**src/rtl/scan_pair_ctrl.sv**
```systemverilog
// scan_pair_ctrl
//   Host-side controller for two ping-ponged scanner FSMs (A and B). It tracks
//   each scanner's state from its buffer_percent, issues the command pulses that
//   keep one scanner filling while the other drains, and grants the single host
//   transfer path to one scanner at a time. A FULL scanner that waits too long
//   for the host is flushed, and each such flush is counted.
// Ports
//   clk, reset                 clock (rising edge), synchronous active-high reset
//   enable                     allow new go_standby / start_scan commands
//   host_ready                 host can accept a transfer
//   a_percent, b_percent       scanner buffer fill, tenths (values >10 read as 10)
//   {a,b}_go_standby, _start_scan, _start_transfer, _flush   1-cycle command pulses
//   xfer_busy, xfer_sel        transfer path in use / owner (0=A, 1=B)
//   flush_count                saturating count of timeout flushes
module scan_pair_ctrl #(
  parameter int WAKE_PCT      = 8,
  parameter int FLUSH_TIMEOUT = 16,
  parameter int CNT_W         = 8
) (
  input  logic             clk,
  input  logic             reset,
  input  logic             enable,
  input  logic             host_ready,
  input  logic [3:0]       a_percent,
  input  logic [3:0]       b_percent,
  output logic             a_go_standby,
  output logic             a_start_scan,
  output logic             a_start_transfer,
  output logic             a_flush,
  output logic             b_go_standby,
  output logic             b_start_scan,
  output logic             b_start_transfer,
  output logic             b_flush,
  output logic             xfer_busy,
  output logic             xfer_sel,
  output logic [CNT_W-1:0] flush_count
);

  localparam int CW = $clog2(FLUSH_TIMEOUT + 1);
  localparam logic [3:0]    WAKE4    = 4'(WAKE_PCT);
  localparam logic [CW-1:0] TMO_LAST = CW'(FLUSH_TIMEOUT - 1);

  typedef enum logic [2:0] {S_OFF, S_STBY, S_SCAN, S_FULL, S_XFER, S_FLUSH} st_t;

  st_t           st_a, st_b;
  logic          active;            // 0=A is the filling scanner, 1=B
  logic [CW-1:0] wcnt_a, wcnt_b;    // cycles spent in FULL

  logic [3:0] pa, pb, act_pct;
  st_t        act_st, peer_st;
  logic       full_a, full_b, grant_a, grant_b, tmo_a, tmo_b;
  logic       start_act, gs_act, wake_peer, hand;
  logic       ss_a, ss_b, gs_a, gs_b, drain_done;
  st_t        nst_a, nst_b;

  function automatic st_t nxt_st(st_t s, logic [3:0] p, logic gs, logic ss,
                                 logic tr, logic fl);
    nxt_st = s;
    case (s)
      S_OFF:   if (gs) nxt_st = S_STBY;
      S_STBY:  if (ss) nxt_st = S_SCAN;
      S_SCAN:  if (p == 4'd10) nxt_st = S_FULL;
      S_FULL:  if (tr) nxt_st = S_XFER; else if (fl) nxt_st = S_FLUSH;
      S_XFER,
      S_FLUSH: if (p == 4'd0) nxt_st = S_OFF;
      default: nxt_st = S_OFF;
    endcase
  endfunction

  // Counter restarts at 0 on entry to FULL, so it equals (cycles in FULL - 1).
  function automatic logic [CW-1:0] nxt_cnt(st_t s, st_t n, logic [CW-1:0] c);
    if (n != S_FULL || s != S_FULL) nxt_cnt = '0;
    else if (c != '1)               nxt_cnt = c + 1'b1;
    else                            nxt_cnt = c;
  endfunction

  function automatic logic [CNT_W-1:0] sat_inc(logic [CNT_W-1:0] c, logic inc);
    sat_inc = (inc && c != '1) ? c + 1'b1 : c;
  endfunction

  always_comb begin
    pa      = (a_percent > 4'd10) ? 4'd10 : a_percent;
    pb      = (b_percent > 4'd10) ? 4'd10 : b_percent;
    act_st  = active ? st_b : st_a;
    peer_st = active ? st_a : st_b;
    act_pct = active ? pb : pa;

    full_a  = (st_a == S_FULL);
    full_b  = (st_b == S_FULL);
    // Longer wait count means FULL longer; equal counts cannot occur.
    grant_a = host_ready && !xfer_busy && full_a && (!full_b || wcnt_a >= wcnt_b);
    grant_b = host_ready && !xfer_busy && full_b && !grant_a;
    tmo_a   = full_a && (wcnt_a == TMO_LAST) && !grant_a;
    tmo_b   = full_b && (wcnt_b == TMO_LAST) && !grant_b;

    // Active STANDBY only happens right after startup's go_standby.
    gs_act    = enable && act_st == S_OFF && peer_st == S_OFF;
    start_act = enable && act_st == S_STBY;
    wake_peer = enable && act_st == S_SCAN && act_pct >= WAKE4 && peer_st == S_OFF;
    hand      = enable && (act_st == S_FULL || act_st == S_OFF) && peer_st == S_STBY;

    ss_a = (active ? hand : start_act) && !grant_a && !tmo_a;
    ss_b = (active ? start_act : hand) && !grant_b && !tmo_b;
    gs_a = (active ? wake_peer : gs_act) && !grant_a && !tmo_a && !ss_a;
    gs_b = (active ? gs_act : wake_peer) && !grant_b && !tmo_b && !ss_b;

    nst_a = nxt_st(st_a, pa, gs_a, ss_a, grant_a, tmo_a);
    nst_b = nxt_st(st_b, pb, gs_b, ss_b, grant_b, tmo_b);

    drain_done = xfer_busy && (xfer_sel ? (st_b == S_XFER && pb == 4'd0)
                                        : (st_a == S_XFER && pa == 4'd0));
  end

  always_ff @(posedge clk) begin
    if (reset) begin
      st_a             <= S_OFF;
      st_b             <= S_OFF;
      active           <= 1'b0;
      wcnt_a           <= '0;
      wcnt_b           <= '0;
      a_go_standby     <= 1'b0;
      a_start_scan     <= 1'b0;
      a_start_transfer <= 1'b0;
      a_flush          <= 1'b0;
      b_go_standby     <= 1'b0;
      b_start_scan     <= 1'b0;
      b_start_transfer <= 1'b0;
      b_flush          <= 1'b0;
      xfer_busy        <= 1'b0;
      xfer_sel         <= 1'b0;
      flush_count      <= '0;
    end else begin
      st_a             <= nst_a;
      st_b             <= nst_b;
      wcnt_a           <= nxt_cnt(st_a, nst_a, wcnt_a);
      wcnt_b           <= nxt_cnt(st_b, nst_b, wcnt_b);
      if (hand) active <= ~active;
      a_go_standby     <= gs_a;
      a_start_scan     <= ss_a;
      a_start_transfer <= grant_a;
      a_flush          <= tmo_a;
      b_go_standby     <= gs_b;
      b_start_scan     <= ss_b;
      b_start_transfer <= grant_b;
      b_flush          <= tmo_b;
      if (grant_a || grant_b) begin
        xfer_busy <= 1'b1;
        xfer_sel  <= grant_b;
      end else if (drain_done) begin
        xfer_busy <= 1'b0;
      end
      flush_count <= sat_inc(sat_inc(flush_count, tmo_a), tmo_b);
    end
  end

endmodule
```
**config.mk**
```make
export PLATFORM = sky130hd
export DESIGN_NAME = scan_pair_ctrl
export DESIGN_NICKNAME = d
export VERILOG_FILES = /design/src/rtl/scan_pair_ctrl.sv
export SDC_FILE = /design/constraint.sdc
export NUM_CORES = 1
export LEC_CHECK = 0
export BUFFER_PORTS_ARGS = -buffer_cell sky130_fd_sc_hd__buf_2
export CORE_UTILIZATION = 57
export CTS_CLUSTER_SIZE = 10
export DETAILED_ROUTE_END_ITERATION = 6
export HOLD_SLACK_MARGIN = 0.06
export PLACE_DENSITY_LB_ADDON = 0.12
export SLEW_MARGIN = 10
export SYNTH_ARGS = -nofsm -noshare
export SYNTH_HDL_FRONTEND = slang
export SYNTH_SLANG_ARGS = --single-unit
```
**constraint.sdc**
```tcl
create_clock -name clk -period 3.2 [get_ports clk]
set_input_delay 0.48 -clock clk [delete_from_list [all_inputs] [get_ports clk]]
set_output_delay 0.48 -clock clk [all_outputs]
set_load 0.02 [all_outputs]
```
==> flow_summary.ini <==
[sta]
setup_viol = 0
fin_crit_ns = 3.079
worstMarginPinSlew_ns = 0.4343
holdWs_ns = 0.5331
post-route-period-util_pct = 96.23
finalHoldViolations = 0
clock_skew_ns = 0.002436
drv_slew = 0
slew_headroom_pct = 71.05
clock.fmax_mhz = 324.8
fin_setup_tns_ns = 0

[synthesis]
syn_nets = 295
synth_area_leaders = dfxtp_1 32%, ha_1 7.4%, nor2_1 6.5%, nand2_1 3.7%, a21oi_1 3.4%
yosysWarningCount = 0
synth_most_common_cell = nor2_1
synth_flop_cell = dfxtp_1
ys_ff_latch = 35
ys_types = 59
syn_area_per_cell_um2 = 8.161
synth_edf_count = 0
synth-seq-area-share_pct = 31.80
synth_top_area_cell = dfxtp_1
synthArstFlopShare_pct = 0
synthCells = 270
synth_area_mm2 = 0.002203
yosysTopAreaCellShare_pct = 31.80
synth_common_cells = 38 x nor2_1, 35 x dfxtp_1, 22 x nand2_1

[grt]
grt_usage_pct = 24.74
grt_pass1_vias = 1800
antenna_found_initial = 0
grt_max_degree = 24
grt_pass1_wl_mm = 7.907
grt.overflow.total = 0

[setup_path]
crit_path_max_fanout = 5
worstSetupPathType = reg -> reg
rr_endpoint = flush_count[3]$_SDFF_PP0_
setup.worst_path.end = flush_count[3]$_SDFF_PP0_
end_kind = flop
timing.critical_path.from = wcnt_b[2]$_SDFFE_PP0P_
cp_data_required_time_ns = 3.37
cp-start-kind = flop
rr_worst_depth = 12
reg2reg_slack_ns = 0.12
crit_arrival_ns = 3.25
reg2reg_from = wcnt_b[2]$_SDFFE_PP0P_

[clocking]
numClockSinks = 35
cts_repair_resize_count = 0
tritoncts = yes
insertion_delay_ns = 0.29
cts_hold_buffers = 0
htreeDepth = 2
post_cts_buffers = 0
clk_root_buffer_cell = clkbuf_8
clock_path_buffers = 2
cts_buffers = 5
cts.clk_slew.worst_paths_ns = 0.07

[job]
drv_cap = 0

[routing]
via_per_inst = 5.860
ant_nets = 0
wirelength_mm = 4.762
wl_per_cell_um = 13.61
route.detailed.drc = 0
dr.pass1.iters = 4
num_vias = 2051
first_iter_violations = 164

[power]
p_per_area_mw_per_mm2 = 371.0
fin_total_pwr_uw = 929.8
vdd_ir_drop_max_v = 0.0002510
power_leakage_nw = 1.012

[placement]
numPortBuffers = 29
hpwlAfterDp_mm = 3.549
placed_area_mm2 = 0.002391
dp.cells = 342
gp_congestion = 0.8743

[die]
die_y_um = 64.18
ios = 30
die_w_um = 64.18
rows = 22
coreArea_mm2 = 0.003689
dieArea_mm2 = 0.004118
start_util_pct = 59.74

[final_layout]
fin_cells = 350
fin_nets = 326
final_cell_area_mm2 = 0.002506
antenna_cells = 0
area_growth_pct = 13.74
drive_gt1_share_pct = 18.87
fill_cells = 341

[worst_hold_path]
hold_class = reg -> reg

[outcome]
outcome = finished, final reports clean
through the flow:
| step | utilization [%] | worst slack [ns] |
|---|---|---|
| 4_1_cts | 67.54 | 0.007817 |
| 5_1_grt | 67.94 | -0.01182 |
| 6_report | 67.94 | 0.1207 |
| 3_3_place_gp | 64.82 | 0.1403 |
| 3_5_place_dp | 64.82 | 0.03331 |
| 2_1_floorplan | - | 0.2451 |
worst max-delay path, stage by stage (launching register included):
cell      delay, ns
dfxtp_2        0.35
inv_1          0.05
ha_1           0.31
a21o_1         0.20
a31oi_4        0.20
o211ai_4       0.13
a211o_1        0.35
mux2_2         0.28
ha_2           0.22
inv_1          0.07
or4_1          0.57
a21oi_2        0.17
nor3b_2        0.05
cell type report:
class	count	area, um2	share of cell area, %
Multi-Input combinational cell	216	1435	57.26
Sequential cell	35	701.9	28.01
Inverter	11	41.29	1.648
Tap cell	48	60.06	2.396
Timing Repair Buffer	32	167.7	6.690
Clock buffer	8	100.1	3.994
cells in the final DEF, fill, tap and decap left out, types with 2 or more instances in the layout:
master	instances
a21oi_1	14
buf_4	3
nor2_2	2
a31oi_1	5
xnor2_1	5
nand3_1	7
a211o_1	2
xor2_1	4
o31ai_1	3
dfxtp_1	34
buf_2	29
inv_1	11
nor2_1	38
nor2b_1	6
clkbuf_8	7
o21ai_0	6
o21a_1	3
nand2b_1	10
a211oi_1	2
nand4_1	5
nand2_1	22
mux2_2	2
and3_1	6
nor3_1	13
or4_1	3
mux2i_1	6
and2_1	2
nand4b_1	3
ha_1	12
a21oi_2	2
nor4_1	3
routing by layer:
metal	wire length (um)	track usage, %
met3	264	5.893
met2	2209	40.69
met1	2220	31.55
met4	68	8.333
met5	0	0
logic make-up (layout without fill, tap and decap cells):
family,after synthesis,count (layout),share of synthesized area (%)
mux,10,10,4.940
buf+inv,19,51,3.691
xor+xnor,10,10,3.975
flops,35,35,31.80
simple gates,128,128,29.93
compound gates,55,55,18.29
fa+ha+maj,13,13,7.382
registers in the layout, summed over array words and instances (netlist names):
register	count
wcnt_b	5
active	1
a_flush	1
xfer_busy	1
b_flush	1
b_start_scan	1
b_go_standby	1
a_start_scan	1
a_go_standby	1
b_start_transfer	1
flush_count	8
xfer_sel	1
st_b	3
st_a	3
a_start_transfer	1
wcnt_a	5
where the power goes:
group	switching, mW	internal [mW]
clock network	0.155	0.196
registers	0.0182	0.449
logic	0.0631	0.0473
total	0.237	0.693
worst min path at each step:
stage / start / endpoint / slack, ns / cells past startpoint
after floorplan: wcnt_b[4]$_SDFFE_PP0P_ / wcnt_b[4]$_SDFFE_PP0P_ / 0.49 / 2
after global placement: wcnt_b[4]$_SDFFE_PP0P_ / wcnt_b[4]$_SDFFE_PP0P_ / 0.52 / 2
after detailed placement: wcnt_b[4]$_SDFFE_PP0P_ / wcnt_b[4]$_SDFFE_PP0P_ / 0.52 / 2
after CTS: wcnt_b[4]$_SDFFE_PP0P_ / wcnt_b[4]$_SDFFE_PP0P_ / 0.53 / 2
after global routing: enable / a_start_scan$_SDFF_PP0_ / 0.57 / 3
final: wcnt_b[4]$_SDFFE_PP0P_ / wcnt_b[4]$_SDFFE_PP0P_ / 0.53 / 2
(Power assumes the default switching activity.)
